`src/rtl/button_reader.sv`:
```
// Push-button front end: 2-flop synchroniser, debouncer and short/long press classifier.
// Pin edge to Button_level/Press_pulse is 2 + DEBOUNCE_CYCLES cycles; every output is registered.
module button_reader #(
   parameter int DEBOUNCE_CYCLES   = 270_000,
   parameter int LONG_PRESS_CYCLES = 27_000_000,
   parameter bit ACTIVE_LOW        = 1'b1
) (
   input  logic Clock,
   input  logic Reset,
   input  logic Button_in,
   output logic Button_level,
   output logic Press_pulse,
   output logic Release_pulse,
   output logic Short_press,
   output logic Long_press
);

   localparam int DB_W   = $clog2(DEBOUNCE_CYCLES);
   localparam int HOLD_W = $clog2(LONG_PRESS_CYCLES + 1);
   localparam logic [DB_W-1:0]   DB_LAST   = DB_W'(DEBOUNCE_CYCLES - 1);
   localparam logic [HOLD_W-1:0] HOLD_LAST = HOLD_W'(LONG_PRESS_CYCLES - 1);
   localparam logic [HOLD_W-1:0] HOLD_MAX  = HOLD_W'(LONG_PRESS_CYCLES);
   localparam logic [HOLD_W-1:0] HOLD_ONE  = HOLD_W'(1);
   localparam logic [DB_W-1:0]   DB_ONE    = DB_W'(1);
   localparam logic RELEASED_PIN = ACTIVE_LOW;

   typedef enum logic [1:0] {
      IDLE,
      PRESSED,
      LONG_HELD
   } state_t;

   logic              sync_1;
   logic              sync_2;
   logic              sync_pressed;
   logic              deb_flip;
   logic              press_evt;
   logic              release_evt;
   logic [DB_W-1:0]   deb_cnt;
   logic [HOLD_W-1:0] hold_cnt;
   state_t            state;

   assign sync_pressed = ACTIVE_LOW ? ~sync_2 : sync_2;
   assign deb_flip     = (sync_pressed != Button_level) && (deb_cnt == DB_LAST);
   assign press_evt    = deb_flip && !Button_level;
   assign release_evt  = deb_flip && Button_level;

   always_ff @(posedge Clock) begin
      if (Reset) begin
         sync_1 <= RELEASED_PIN;
         sync_2 <= RELEASED_PIN;
      end else begin
         sync_1 <= Button_in;
         sync_2 <= sync_1;
      end
   end

   // Any sample that agrees with the current level restarts the count.
   always_ff @(posedge Clock) begin
      if (Reset) begin
         deb_cnt       <= '0;
         Button_level  <= 1'b0;
         Press_pulse   <= 1'b0;
         Release_pulse <= 1'b0;
      end else begin
         Press_pulse   <= press_evt;
         Release_pulse <= release_evt;
         if (sync_pressed == Button_level) begin
            deb_cnt <= '0;
         end else if (deb_flip) begin
            deb_cnt      <= '0;
            Button_level <= ~Button_level;
         end else begin
            deb_cnt <= deb_cnt + DB_ONE;
         end
      end
   end

   always_ff @(posedge Clock) begin
      if (Reset) begin
         state       <= IDLE;
         hold_cnt    <= '0;
         Short_press <= 1'b0;
         Long_press  <= 1'b0;
      end else begin
         Short_press <= 1'b0;
         Long_press  <= 1'b0;
         case (state)
            IDLE: begin
               if (press_evt) begin
                  state    <= PRESSED;
                  hold_cnt <= '0;
               end
            end
            PRESSED: begin
               if (hold_cnt != HOLD_MAX) hold_cnt <= hold_cnt + HOLD_ONE;
               // A release landing on the long threshold still counts as short.
               if (release_evt) begin
                  Short_press <= 1'b1;
                  state       <= IDLE;
               end else if (hold_cnt == HOLD_LAST) begin
                  Long_press <= 1'b1;
                  state      <= LONG_HELD;
               end
            end
            LONG_HELD: begin
               if (hold_cnt != HOLD_MAX) hold_cnt <= hold_cnt + HOLD_ONE;
               if (release_evt) state <= IDLE;
            end
            default: state <= IDLE;
         endcase
      end
   end

endmodule
```
`config.mk`:
```
export PLATFORM = sky130hd
export DESIGN_NAME = button_reader
export DESIGN_NICKNAME = d
export VERILOG_FILES = /design/src/rtl/button_reader.sv
export SDC_FILE = /design/constraint.sdc
export NUM_CORES = 1
export LEC_CHECK = 0
export BUFFER_PORTS_ARGS = -buffer_cell sky130_fd_sc_hd__buf_2
export CELL_PAD_IN_SITES_DETAIL_PLACEMENT = 1
export CELL_PAD_IN_SITES_GLOBAL_PLACEMENT = 2
export CORE_ASPECT_RATIO = 1.75
export CORE_MARGIN = 2
export CORE_UTILIZATION = 42
export DETAILED_ROUTE_END_ITERATION = 10
export PLACE_DENSITY = 0.95
export SETUP_SLACK_MARGIN = 0.5
export SLEW_MARGIN = 20
export SYNTH_ARGS = -nofsm -noshare
export SYNTH_HDL_FRONTEND = slang
export SYNTH_SLANG_ARGS = --single-unit
```
`constraint.sdc`:
```
create_clock -name Clock -period 6.41 [get_ports Clock]
set_input_delay 1.282 -clock Clock [delete_from_list [all_inputs] [get_ports Clock]]
set_output_delay 1.282 -clock Clock [all_outputs]
set_load 0.02 [all_outputs]
```
==> run_summary.xml, run 1 <==
<?xml version="1.0" encoding="UTF-8"?>
<metrics>
  <group name="logic_synthesis">
    <metric name="synth_sequential_area_ratio" unit="%">36.9</metric>
    <metric name="yosys.cell_count.top_type" unit="">sky130_fd_sc_hd__dfxtp_1</metric>
    <metric name="synth_compound_gate_area_share" unit="%">18.3</metric>
    <metric name="fraction_of_the_mapped_netlist_area_in_adder_cells" unit="%">3.05</metric>
    <metric name="synthXorXnorAreaFrac" unit="%">5.18</metric>
    <metric name="synth.distinct_cells" unit="">58</metric>
    <metric name="number_of_synthesized_flops_with_an_enable_pin" unit="">0</metric>
    <metric name="synth.top_cells.by_count" unit="">sky130_fd_sc_hd__dfxtp_1, sky130_fd_sc_hd__nor2_1, sky130_fd_sc_hd__nand3_1</metric>
    <metric name="share_of_cell_area_taken_by_muxes_after_synthesis" unit="%">0</metric>
    <metric name="postSynthNetCount" unit="">343</metric>
    <metric name="async_flop_share" unit="%">0</metric>
    <metric name="synth_top_area_share" unit="%">36.9</metric>
    <metric name="synth_top_family_by_area" unit="">simple AND/OR/NAND/NOR gates</metric>
    <metric name="synth_area_leaders" unit="">sky130_fd_sc_hd__dfxtp_1, sky130_fd_sc_hd__nor2_1, sky130_fd_sc_hd__nand3_1</metric>
    <metric name="postSynthCellCount" unit="">333</metric>
    <metric name="synth_area_per_cell" unit="um2">8.63</metric>
    <metric name="mappedNetlistArea" unit="um2">2870</metric>
    <metric name="yosys.area_share.simple" unit="%">31.6</metric>
    <metric name="yosys.area.top_type" unit="">sky130_fd_sc_hd__dfxtp_1</metric>
    <metric name="ys.warnings.count" unit="">0</metric>
    <metric name="dominantRegCellSynth" unit="">sky130_fd_sc_hd__dfxtp_1</metric>
    <metric name="synth-seq-cells" unit="">53</metric>
  </group>
  <group name="global_route">
    <metric name="grt_pass1_wl" unit="mm">13.1</metric>
    <metric name="use_met3" unit="%">3.85</metric>
    <metric name="grt-ovfl-total" unit="">0</metric>
    <metric name="grt_pass1_vias" unit="">2696</metric>
    <metric name="groute.layer.met1.usage" unit="%">23.0</metric>
    <metric name="grt.total_usage" unit="%">22.4</metric>
    <metric name="use_met2" unit="%">43.4</metric>
    <metric name="grt_start_max_net_pins" unit="">40</metric>
    <metric name="number_of_antenna_violations_at_the_first_check_in_global_routing" unit="">0</metric>
    <metric name="grt.busiest_layer" unit="">met2</metric>
  </group>
  <group name="cells_and_area">
    <metric name="area_delta_synth_final" unit="%">7.10</metric>
    <metric name="final_design_instance_area_without_fill" unit="um2">3080</metric>
    <metric name="n_antenna_cell" unit="">0</metric>
    <metric name="drive_above_1_share" unit="%">9.31</metric>
    <metric name="finish.net_count" unit="">342</metric>
    <metric name="fill_cells" unit="">806</metric>
    <metric name="finalCoreUtilization" unit="%">46.7</metric>
  </group>
  <group name="power">
    <metric name="intPower" unit="mW">0.477</metric>
    <metric name="p_total" unit="mW">0.606</metric>
    <metric name="cellPowerDensity" unit="nW/um2">197</metric>
    <metric name="p_seq_share" unit="%">54.6</metric>
    <metric name="share_clk_of_total_power" unit="%">43.8</metric>
    <metric name="power_frac_comb" unit="%">1.6</metric>
    <metric name="worst_ir_drop_vdd" unit="mV">0.148</metric>
    <metric name="power.share.switching" unit="%">21.3</metric>
    <metric name="power.net_switching" unit="mW">0.129</metric>
    <metric name="p_leak" unit="nW">0.968</metric>
  </group>
  <group name="critical_path">
    <metric name="worst_r2r_startpoint" unit="">state[0]</metric>
    <metric name="worst_ep_required_time" unit="ns">6.58</metric>
    <metric name="r2r_end" unit="">hold_cnt[23]</metric>
    <metric name="worst-path-max-fanout" unit="">21</metric>
    <metric name="crit_type" unit="">flop to flop</metric>
    <metric name="critPathLaunchType" unit="">flop</metric>
    <metric name="wp_data_arrival" unit="ns">3.29</metric>
    <metric name="worstSetupEndpointType" unit="">flop</metric>
    <metric name="rr_worst_depth" unit="">7</metric>
    <metric name="timing.reg2reg.setup_slack" unit="ns">3.29</metric>
  </group>
  <group name="clock_tree">
    <metric name="cts_setup_buffers" unit="">0</metric>
    <metric name="holdBufCountCts" unit="">0</metric>
    <metric name="clk_path_buf_depth" unit="">2</metric>
    <metric name="path_clk_slew" unit="ns">0.07</metric>
    <metric name="cts_made_buffers" unit="">5</metric>
    <metric name="cts_resized" unit="">0</metric>
    <metric name="clock_sink_count" unit="">53</metric>
    <metric name="root_buffer" unit="">sky130_fd_sc_hd__clkbuf_16</metric>
    <metric name="clock_tree_from_tritoncts" unit="">done</metric>
    <metric name="clk_latency" unit="ns">0.30</metric>
    <metric name="h_tree_depth_reported_by_cts" unit="">2</metric>
  </group>
  <group name="die">
    <metric name="floorplan.die.width" unit="um">66.5</metric>
    <metric name="floorplan.rows" unit="">39</metric>
    <metric name="num_io_pins" unit="">8</metric>
    <metric name="coreArea" unit="um2">6590</metric>
    <metric name="initial_utilization" unit="%">43.6</metric>
    <metric name="die_height" unit="um">113</metric>
    <metric name="die_area" unit="um2">7540</metric>
  </group>
  <group name="worst_hold_path">
    <metric name="worstHoldPathType" unit="">flop to flop</metric>
    <metric name="min_path_cells" unit="">1</metric>
    <metric name="timing.hold.worst_endpoint" unit="">sync_2</metric>
    <metric name="hp-start" unit="">sync_1</metric>
  </group>
  <group name="timing">
    <metric name="fmax" unit="MHz">320</metric>
    <metric name="post-route-period-util" unit="%">48.7</metric>
    <metric name="relative_slew_slack" unit="%">37.9</metric>
    <metric name="holdWs" unit="ns">0.417</metric>
    <metric name="finalSetupTns" unit="ns">0</metric>
    <metric name="worst-slew-pin-transition" unit="ns">0.931</metric>
    <metric name="rsz0062_at_grt" unit="">false</metric>
    <metric name="report.final.slew_viol_count" unit="">0</metric>
    <metric name="timing.final.crit_period" unit="ns">3.12</metric>
    <metric name="skew" unit="ns">0.00447</metric>
    <metric name="setup_viol_count_final" unit="">0</metric>
    <metric name="hold_viol_final" unit="">0</metric>
  </group>
  <group name="drt">
    <metric name="remaining_drc_errors" unit="">0</metric>
    <metric name="drt_pass1_iterations" unit="">4</metric>
    <metric name="routed-via-count" unit="">2571</metric>
    <metric name="routed_via_density" unit="">6.20</metric>
    <metric name="wirelength" unit="mm">7.93</metric>
    <metric name="ant_nets" unit="">0</metric>
    <metric name="detailedRoute.firstIterationViolations" unit="">100</metric>
    <metric name="wl_per_cell" unit="um">19.1</metric>
  </group>
  <group name="run_status">
    <metric name="status" unit="">completed</metric>
  </group>
  <group name="placement">
    <metric name="hpwlAfterDp" unit="mm">5.43</metric>
    <metric name="numPortBuffers" unit="">7</metric>
    <metric name="post_dp_cell_area" unit="um2">2940</metric>
    <metric name="globalplace.congestion" unit="">0.825</metric>
  </group>
  <group name="run">
    <metric name="drv_cap" unit="">0</metric>
  </group>
</metrics>
## layout make-up
class | instances | area, um2 | area share (%)
clock buffers | 7 | 133 | 4.31
clock inverters | 1 | 7.51 | 0.244
inverters | 16 | 60.1 | 1.95
multi-input cells | 248 | 1670 | 54.3
flip-flops and latches | 53 | 1060 | 34.5
well taps | 82 | 103 | 3.33
repair buffers | 8 | 42.5 | 1.38
## placed cells by master (no fill, tap or decap), types with 2 or more instances in the layout
cell type / count
sky130_fd_sc_hd__a211o_1: 2
sky130_fd_sc_hd__a211oi_1: 4
sky130_fd_sc_hd__a21oi_1: 2
sky130_fd_sc_hd__a31oi_1: 2
sky130_fd_sc_hd__a32o_1: 12
sky130_fd_sc_hd__a41oi_1: 3
sky130_fd_sc_hd__and2_1: 2
sky130_fd_sc_hd__and3_1: 8
sky130_fd_sc_hd__and4_1: 6
sky130_fd_sc_hd__and4bb_2: 2
sky130_fd_sc_hd__buf_2: 7
sky130_fd_sc_hd__clkbuf_1: 2
sky130_fd_sc_hd__clkbuf_16: 5
sky130_fd_sc_hd__clkinv_1: 2
sky130_fd_sc_hd__dfxtp_1: 53
sky130_fd_sc_hd__ha_1: 7
sky130_fd_sc_hd__inv_1: 14
sky130_fd_sc_hd__nand2_1: 24
sky130_fd_sc_hd__nand3_1: 25
sky130_fd_sc_hd__nand4_1: 16
sky130_fd_sc_hd__nand4_2: 2
sky130_fd_sc_hd__nor2_1: 39
sky130_fd_sc_hd__nor3_1: 12
sky130_fd_sc_hd__nor3b_1: 5
sky130_fd_sc_hd__nor4_1: 9
sky130_fd_sc_hd__o211ai_1: 7
sky130_fd_sc_hd__o21ai_0: 6
sky130_fd_sc_hd__o31a_1: 3
sky130_fd_sc_hd__o31ai_1: 2
sky130_fd_sc_hd__o32ai_1: 3
sky130_fd_sc_hd__or2_2: 3
sky130_fd_sc_hd__or4_4: 2
sky130_fd_sc_hd__xnor2_1: 8
sky130_fd_sc_hd__xor2_1: 9
## critical path, stage by stage, from the launching register on
cell,delay [ns]
sky130_fd_sc_hd__dfxtp_1,0.38
sky130_fd_sc_hd__inv_1,0.09
sky130_fd_sc_hd__ha_1,0.76
sky130_fd_sc_hd__nand4bb_1,0.18
sky130_fd_sc_hd__or4_4,0.54
sky130_fd_sc_hd__o31a_1,0.60
sky130_fd_sc_hd__nand3_1,0.30
sky130_fd_sc_hd__o211ai_1,0.13
## metrics by stage
| stage | setup WS, ns | std cells |
|---|---|---|
| floorplan | 4.14 | 333 |
| global placement | 3.14 | 407 |
| detailed placement | 3.12 | 407 |
| CTS | 3.25 | 415 |
| global route | 3.09 | 415 |
| finish | 3.29 | 415 |
## sequential cells by signal, summed over array words and instances, names as in the netlist
signal / cells
Button_level: 1
sync_1: 1
sync_2: 1
deb_cnt: 19
Press_pulse: 1
state: 2
hold_cnt: 25
Long_press: 1
Short_press: 1
Release_pulse: 1
## power groups by stage
stage / clock [mW] / combinational, mW / sequential, mW
floorplan: 0 / 0.00711 / 0.338
global placement: 0 / 0.00968 / 0.338
detailed placement: 0 / 0.00987 / 0.338
CTS: 0.275 / 0.00995 / 0.330
global route: 0.289 / 0.0106 / 0.330
finish: 0.265 / 0.00985 / 0.330
## cells by family (layout without fill, tap and decap cells)
family | Yosys count | count (layout)
AND/OR/NAND/NOR | 164 | 164
AO/OA/AOI/OAI | 60 | 60
flip-flops | 53 | 53
buffers and inverters | 32 | 32
XOR/XNOR | 17 | 17
adder cells (fa/ha/maj) | 7 | 7
## per-layer routing
metal	wire length, um	vias up	share of wire (%)
met1	3110	1282	39
met2	4500	28	57
met5	0	-	0
li1	-	1248	-
met4	174	0	2.2
met3	156	13	2.0
## worst max path at each step
stage / start / to / slack (ns)
after CTS: state[0] / hold_cnt[15] / 3.25
final: state[0] / hold_cnt[23] / 3.29
after detailed placement: Reset / hold_cnt[17] / 3.12
after floorplan: Reset / hold_cnt[21] / 4.14
after global placement: Reset / hold_cnt[20] / 3.14
after global routing: state[1] / hold_cnt[14] / 3.09
Note: power is estimated with default switching activity, not from simulation.
==> run 2: changes to the inputs <==
CORE_UTILIZATION = 39   (was 42)
PLACE_DENSITY = 0.9   (was 0.95)
clock period = 3.1 ns   (was 6.41 ns; I/O delays follow)
==> run 2 against run 1 <==
  * Via count is 2.7% higher
  * First-iteration DRC count grew 16%
  * Clock power up 110%
  * Fmax grew 26%
  * Utilization is 2.9 points lower
  * Die area up 7.3%
  * Cell count increased by 2.9%
  * Worst hold slack gained 0.0086 ns
  * Sequential cell count unchanged
  * Combinational power increased by 120%
  * Count of clock-buffer cells in the layout is the same
==> run_summary.xml, run 2 (synthesis results as in run 1) <==
<?xml version="1.0" encoding="UTF-8"?>
<metrics>
  <group name="global_route">
    <metric name="grt_start_max_net_pins" unit="">24</metric>
    <metric name="grt_pass1_vias" unit="">2714</metric>
    <metric name="grt.total_usage" unit="%">21.3</metric>
    <metric name="number_of_antenna_violations_at_the_first_check_in_global_routing" unit="">0</metric>
    <metric name="grt-ovfl-total" unit="">0</metric>
    <metric name="grt_pass1_wl" unit="mm">13.2</metric>
  </group>
  <group name="worst_hold_path">
    <metric name="worstHoldPathType" unit="">flop to flop</metric>
    <metric name="timing.hold.worst_endpoint" unit="">sync_2</metric>
    <metric name="hp-start" unit="">sync_1</metric>
    <metric name="min_path_cells" unit="">1</metric>
  </group>
  <group name="clock_tree">
    <metric name="clock_sink_count" unit="">53</metric>
    <metric name="path_clk_slew" unit="ns">0.07</metric>
    <metric name="cts_made_buffers" unit="">5</metric>
    <metric name="holdBufCountCts" unit="">0</metric>
    <metric name="root_buffer" unit="">sky130_fd_sc_hd__clkbuf_16</metric>
    <metric name="clk_path_buf_depth" unit="">2</metric>
    <metric name="clock_tree_from_tritoncts" unit="">done</metric>
    <metric name="clk_latency" unit="ns">0.30</metric>
    <metric name="h_tree_depth_reported_by_cts" unit="">2</metric>
  </group>
  <group name="critical_path">
    <metric name="worstSetupStartpoint" unit="">state[0]</metric>
    <metric name="worst_r2r_startpoint" unit="">state[0]</metric>
    <metric name="worstSetupEndpointType" unit="">flop</metric>
    <metric name="r2r_end" unit="">hold_cnt[18]</metric>
    <metric name="timing.reg2reg.setup_slack" unit="ns">0.63</metric>
    <metric name="critPathLaunchType" unit="">flop</metric>
    <metric name="worst-path-max-fanout" unit="">21</metric>
    <metric name="crit_type" unit="">flop to flop</metric>
    <metric name="worst_ep_required_time" unit="ns">3.35</metric>
    <metric name="rr_worst_depth" unit="">7</metric>
    <metric name="wp_data_arrival" unit="ns">2.72</metric>
  </group>
  <group name="timing">
    <metric name="skew" unit="ns">0.0127</metric>
    <metric name="hold_viol_final" unit="">0</metric>
    <metric name="setup_viol_count_final" unit="">0</metric>
    <metric name="post-route-period-util" unit="%">79.7</metric>
    <metric name="worst-slew-pin-transition" unit="ns">0.732</metric>
    <metric name="relative_slew_slack" unit="%">50.8</metric>
    <metric name="report.final.slew_viol_count" unit="">0</metric>
    <metric name="timing.final.crit_period" unit="ns">2.47</metric>
    <metric name="finalSetupTns" unit="ns">0</metric>
    <metric name="rsz0062_at_grt" unit="">false</metric>
    <metric name="fmax" unit="MHz">405</metric>
  </group>
  <group name="drt">
    <metric name="routed-via-count" unit="">2641</metric>
    <metric name="drt_pass1_iterations" unit="">4</metric>
    <metric name="detailedRoute.firstIterationViolations" unit="">116</metric>
    <metric name="wirelength" unit="mm">8.20</metric>
    <metric name="remaining_drc_errors" unit="">0</metric>
    <metric name="ant_nets" unit="">0</metric>
    <metric name="routed_via_density" unit="">6.19</metric>
    <metric name="wl_per_cell" unit="um">19.2</metric>
  </group>
  <group name="die">
    <metric name="die_height" unit="um">118</metric>
    <metric name="die_area" unit="um2">8100</metric>
    <metric name="initial_utilization" unit="%">40.0</metric>
    <metric name="coreArea" unit="um2">7180</metric>
    <metric name="floorplan.rows" unit="">41</metric>
    <metric name="num_io_pins" unit="">8</metric>
    <metric name="floorplan.die.width" unit="um">68.9</metric>
  </group>
  <group name="cells_and_area">
    <metric name="mostFrequentLayoutCells" unit="">sky130_fd_sc_hd__dfxtp_1, sky130_fd_sc_hd__nor2_1, sky130_fd_sc_hd__nand3_1, sky130_fd_sc_hd__nand2_1, sky130_fd_sc_hd__nand4_1</metric>
    <metric name="area_delta_synth_final" unit="%">9.41</metric>
    <metric name="drive_above_1_share" unit="%">11.7</metric>
    <metric name="n_antenna_cell" unit="">0</metric>
    <metric name="mostFrequentLayoutCell" unit="">sky130_fd_sc_hd__dfxtp_1</metric>
    <metric name="finish.cell_count_without_fillers" unit="">427</metric>
    <metric name="regMostFlops" unit="">hold_cnt</metric>
    <metric name="final_design_instance_area_without_fill" unit="um2">3140</metric>
    <metric name="largest_reg_flops" unit="">25</metric>
    <metric name="finish.net_count" unit="">350</metric>
    <metric name="biggest_regs" unit="">hold_cnt x25, deb_cnt x19, state x2</metric>
  </group>
  <group name="placement">
    <metric name="placed_cells" unit="">416</metric>
    <metric name="hpwlAfterDp" unit="mm">5.73</metric>
    <metric name="globalplace.congestion" unit="">0.824</metric>
    <metric name="post_dp_cell_area" unit="um2">2980</metric>
    <metric name="numPortBuffers" unit="">7</metric>
  </group>
  <group name="run">
    <metric name="drv_cap" unit="">0</metric>
  </group>
  <group name="power">
    <metric name="p_total" unit="mW">1.26</metric>
    <metric name="cellPowerDensity" unit="nW/um2">402</metric>
    <metric name="p_leak" unit="nW">1.01</metric>
    <metric name="worst_ir_drop_vdd" unit="mV">0.179</metric>
  </group>
  <group name="run_status">
    <metric name="status" unit="">completed</metric>
  </group>
</metrics>
## run 2: through the flow
stage	hold WS [ns]	utilization, %	worst slack (ns)
6_report	0.426	43.8	0.629
5_1_grt	0.464	43.8	0.530
4_1_cts	0.437	43.4	0.512
3_5_place_dp	0.413	41.5	0.520
3_3_place_gp	0.403	41.5	0.623
2_1_floorplan	0.389	-	0.858
## run 2: power by group
group	switching, mW	internal [mW]
Sequential	0.00136	0.682
Combinational	0.0177	0.00417
Clock	0.257	0.301
## run 2: per-layer routing
layer  share of wire (%)  wire, um  global-route usage (%)  vias to the layer above
met5                   0         0                       0                        -
met4                 1.9       153                    6.62                        0
met3                 1.3       106                    3.25                       11
met2                  57      4690                    40.0                       22
met1                  40      3250                    23.0                     1336
li1                    -         -                       -                     1272
## run 2: final cells by class
type                            instances  area (um2)
Tap cell                               86         108
Clock inverter                          1        7.51
Fill cell                             872        4040
Clock buffer                            7         133
Timing Repair Buffer                   16         103
Inverter                               16        60.1
Multi-Input combinational cell        248        1670
Sequential cell                        53        1060
## run 2: timing repair
action / in CTS / in global routing
setup buffers: 0 / 3
gates resized for setup: 0 / 1
setup endpoints to repair: 0 / 11
## run 2: critical path, stage by stage, from the launching register on
cell                        delay (ns)
sky130_fd_sc_hd__dfxtp_1          0.40
sky130_fd_sc_hd__inv_1            0.10
sky130_fd_sc_hd__ha_1             0.31
sky130_fd_sc_hd__nand4bb_1        0.10
sky130_fd_sc_hd__or4_4            0.53
sky130_fd_sc_hd__o31a_2           0.53
sky130_fd_sc_hd__a311oi_2         0.33
sky130_fd_sc_hd__a41o_1           0.12
## run 2: how the worst max path moves through the flow
stage                               to  slack [ns]  cells after the start
after floorplan           hold_cnt[10]        0.86                      8
after global placement    hold_cnt[14]        0.62                      7
after detailed placement  hold_cnt[18]        0.52                      7
after CTS                 hold_cnt[18]        0.51                      7
after global routing      hold_cnt[14]        0.53                      7
final                     hold_cnt[18]        0.63                      7
==> run 3: changes to the inputs <==
ABC_AREA = 1   (was unset)
CORE_UTILIZATION = 35   (was 39)
PLACE_DENSITY = 0.91   (was 0.9)
clock period = 2.5 ns   (was 3.1 ns; I/O delays follow)
==> run 3 against run 2 <==
  * Combinational power up 20%
  * Clock skew down 0.0059 ns
  * Largest cell class unchanged
  * Cell area up 10%
  * Synthesized area up 5.8%
  * Non-clock buffer count unchanged
  * Highest routed layer unchanged
  * Largest power group unchanged
  * Via count up 15%
  * Count of clock-buffer cells in the layout down 1
  * Total power up 26%
==> run_summary.xml, run 3 <==
<?xml version="1.0" encoding="UTF-8"?>
<metrics>
  <group name="run_status">
    <metric name="status" unit="">completed</metric>
  </group>
  <group name="clock_tree">
    <metric name="h_tree_depth_reported_by_cts" unit="">2</metric>
    <metric name="root_buffer" unit="">sky130_fd_sc_hd__clkbuf_16</metric>
    <metric name="path_clk_slew" unit="ns">0.07</metric>
    <metric name="holdBufCountCts" unit="">0</metric>
    <metric name="clock_sink_count" unit="">53</metric>
    <metric name="cts_made_buffers" unit="">5</metric>
    <metric name="clk_path_buf_depth" unit="">2</metric>
    <metric name="clock_tree_from_tritoncts" unit="">done</metric>
    <metric name="clk_latency" unit="ns">0.29</metric>
  </group>
  <group name="drt">
    <metric name="drt_pass1_iterations" unit="">4</metric>
    <metric name="remaining_drc_errors" unit="">0</metric>
    <metric name="routed-via-count" unit="">3046</metric>
    <metric name="detailedRoute.firstIterationViolations" unit="">120</metric>
    <metric name="wl_per_cell" unit="um">15.1</metric>
    <metric name="wirelength" unit="mm">9.02</metric>
    <metric name="routed_via_density" unit="">5.09</metric>
    <metric name="ant_nets" unit="">0</metric>
  </group>
  <group name="logic_synthesis">
    <metric name="number_of_synthesized_flops_with_an_enable_pin" unit="">0</metric>
    <metric name="yosys.area.top_type" unit="">sky130_fd_sc_hd__dfxtp_1</metric>
    <metric name="synth_area_per_cell" unit="um2">6.51</metric>
    <metric name="synth_area_leaders" unit="">sky130_fd_sc_hd__dfxtp_1, sky130_fd_sc_hd__nand2_1, sky130_fd_sc_hd__nor2_1</metric>
    <metric name="postSynthNetCount" unit="">477</metric>
    <metric name="dominantRegCellSynth" unit="">sky130_fd_sc_hd__dfxtp_1</metric>
    <metric name="synth.distinct_cells" unit="">34</metric>
    <metric name="postSynthCellCount" unit="">467</metric>
    <metric name="synth.top_cells.by_count" unit="">sky130_fd_sc_hd__nand2_1, sky130_fd_sc_hd__nor2_1, sky130_fd_sc_hd__dfxtp_1</metric>
    <metric name="mappedNetlistArea" unit="um2">3040</metric>
    <metric name="synth_top_area_share" unit="%">34.9</metric>
    <metric name="ys.warnings.count" unit="">0</metric>
    <metric name="yosys.cell_count.top_type" unit="">sky130_fd_sc_hd__nand2_1</metric>
    <metric name="async_flop_share" unit="%">0</metric>
    <metric name="synth-seq-cells" unit="">53</metric>
    <metric name="synth_sequential_area_ratio" unit="%">34.9</metric>
  </group>
  <group name="critical_path">
    <metric name="wp_data_arrival" unit="ns">2.13</metric>
    <metric name="worst-path-max-fanout" unit="">17</metric>
    <metric name="worstSetupEndpointType" unit="">flop</metric>
    <metric name="critPathLaunchType" unit="">flop</metric>
    <metric name="crit_type" unit="">flop to flop</metric>
    <metric name="worst_ep_required_time" unit="ns">2.73</metric>
  </group>
  <group name="power">
    <metric name="p_leak" unit="nW">1.12</metric>
    <metric name="worst_ir_drop_vdd" unit="mV">0.377</metric>
    <metric name="cellPowerDensity" unit="nW/um2">461</metric>
  </group>
  <group name="die">
    <metric name="floorplan.die.width" unit="um">74.4</metric>
    <metric name="floorplan.rows" unit="">45</metric>
    <metric name="coreArea" unit="um2">8560</metric>
    <metric name="die_height" unit="um">127</metric>
    <metric name="die_area" unit="um2">9470</metric>
    <metric name="num_io_pins" unit="">8</metric>
    <metric name="initial_utilization" unit="%">35.5</metric>
  </group>
  <group name="placement">
    <metric name="numPortBuffers" unit="">7</metric>
    <metric name="globalplace.congestion" unit="">0.873</metric>
    <metric name="hpwlAfterDp" unit="mm">6.92</metric>
  </group>
  <group name="timing">
    <metric name="hold_viol_final" unit="">0</metric>
    <metric name="worst-slew-pin-transition" unit="ns">0.355</metric>
    <metric name="timing.final.crit_period" unit="ns">1.91</metric>
    <metric name="rsz0062_at_grt" unit="">false</metric>
    <metric name="fmax" unit="MHz">524</metric>
    <metric name="holdWs" unit="ns">0.388</metric>
    <metric name="setup_viol_count_final" unit="">0</metric>
    <metric name="post-route-period-util" unit="%">76.3</metric>
    <metric name="finalSetupTns" unit="ns">0</metric>
    <metric name="skew" unit="ns">0.00685</metric>
    <metric name="relative_slew_slack" unit="%">76.3</metric>
    <metric name="report.final.slew_viol_count" unit="">0</metric>
  </group>
  <group name="cells_and_area">
    <metric name="regMostFlops" unit="">hold_cnt</metric>
    <metric name="finish.net_count" unit="">491</metric>
    <metric name="largest_reg_flops" unit="">25</metric>
    <metric name="n_antenna_cell" unit="">0</metric>
    <metric name="drive_above_1_share" unit="%">11.4</metric>
    <metric name="biggest_regs" unit="">hold_cnt x25, deb_cnt x19, state x2</metric>
    <metric name="mostFrequentLayoutCells" unit="">sky130_fd_sc_hd__nand2_1, sky130_fd_sc_hd__nor2_1, sky130_fd_sc_hd__dfxtp_1, sky130_fd_sc_hd__inv_1, sky130_fd_sc_hd__nand3_1</metric>
    <metric name="finalCoreUtilization" unit="%">40.4</metric>
    <metric name="mostFrequentLayoutCell" unit="">sky130_fd_sc_hd__nand2_1</metric>
    <metric name="area_delta_synth_final" unit="%">13.8</metric>
  </group>
  <group name="global_route">
    <metric name="number_of_antenna_violations_at_the_first_check_in_global_routing" unit="">0</metric>
    <metric name="grt_pass1_wl" unit="mm">14.9</metric>
    <metric name="grt.total_usage" unit="%">20.5</metric>
    <metric name="grt-ovfl-total" unit="">0</metric>
    <metric name="grt_pass1_vias" unit="">3210</metric>
    <metric name="grt_start_max_net_pins" unit="">25</metric>
  </group>
  <group name="worst_hold_path">
    <metric name="worstHoldPathType" unit="">input pin to flop</metric>
  </group>
  <group name="run">
    <metric name="drv_cap" unit="">0</metric>
  </group>
</metrics>
==> run 3: critical path, cell delays in order, from the launching register on <==
cell                      delay (ns)
sky130_fd_sc_hd__dfxtp_1        0.36
sky130_fd_sc_hd__ha_2           0.20
sky130_fd_sc_hd__nand2_2        0.08
sky130_fd_sc_hd__nor2_1         0.09
sky130_fd_sc_hd__nand2_1        0.07
sky130_fd_sc_hd__nor2_2         0.15
sky130_fd_sc_hd__nand3_2        0.15
sky130_fd_sc_hd__nand2_4        0.13
sky130_fd_sc_hd__buf_12         0.16
sky130_fd_sc_hd__nand2_1        0.06
sky130_fd_sc_hd__nor2_1         0.18
sky130_fd_sc_hd__nor2_1         0.07
sky130_fd_sc_hd__nor2_1         0.12
==> run 3: final cells by class <==
class / instances / area, um2
clock buffer: 6 / 139
sequential: 53 / 1060
timing repair buffer: 16 / 115
inverter: 46 / 176
tap: 117 / 146
clock inverter: 2 / 13.8
multi-input combinational: 359 / 1810
fill: 1165 / 5100
==> run 3: worst paths after layout <==
check | endpoint | cells past startpoint | slack, ns | from
hold reg to reg | sync_2 | 1 | 0.43 | sync_1
hold / removal | sync_1 | 2 | 0.39 | Button_in
setup reg to reg | state[0] | 12 | 0.59 | deb_cnt[0]
setup / recovery | state[0] | 12 | 0.59 | deb_cnt[0]
==> run 3: cell families (layout without fill, tap and decap cells) <==
kind of cell / count (synthesis) / in the layout / share of synthesized area, %
compound gates: 42 / 42 / 7.86
simple gates: 297 / 297 / 43.2
buf+inv: 55 / 70 / 7.37
flops: 53 / 53 / 34.9
fa+ha+maj: 7 / 7 / 2.88
xor+xnor: 13 / 13 / 3.75
==> run 3: where the power goes <==
| group | internal [mW] | total, mW | switching [mW] |
|---|---|---|---|
| combinational | 0.00767 | 0.0263 | 0.0186 |
| clock | 0.399 | 0.721 | 0.321 |
| sequential | 0.845 | 0.846 | 0.000904 |
==> run 3: metrics by stage <==
| step | setup slack (ns) | power (mW) | cells | instance area [um2] |
|---|---|---|---|---|
| 6_report | 0.593 | 1.59 | 599 | 3460 |
| 3_3_place_gp | 0.546 | 0.890 | 590 | 3230 |
| 3_5_place_dp | 0.447 | 0.891 | 590 | 3230 |
| 2_1_floorplan | 0.864 | 0.881 | 467 | 3040 |
| 4_1_cts | 0.457 | 1.61 | 598 | 3390 |
| 5_1_grt | 0.473 | 1.64 | 599 | 3460 |
==> run 3: layer usage <==
layer / vias up / global-route usage, % / wire, um
met2: 32 / 38.7 / 5030
met5: - / 0 / 0
met3: 15 / 2.60 / 127
met1: 1471 / 21.7 / 3600
li1: 1528 / - / -
met4: 0 / 8.61 / 264
==> run 3: timing repair <==
action                                  in CTS  in global routing
pin swaps                                    0                  2
setup buffers                                0                  1
endpoints found under the setup margin       7                 29
gates resized for setup                      2                 14
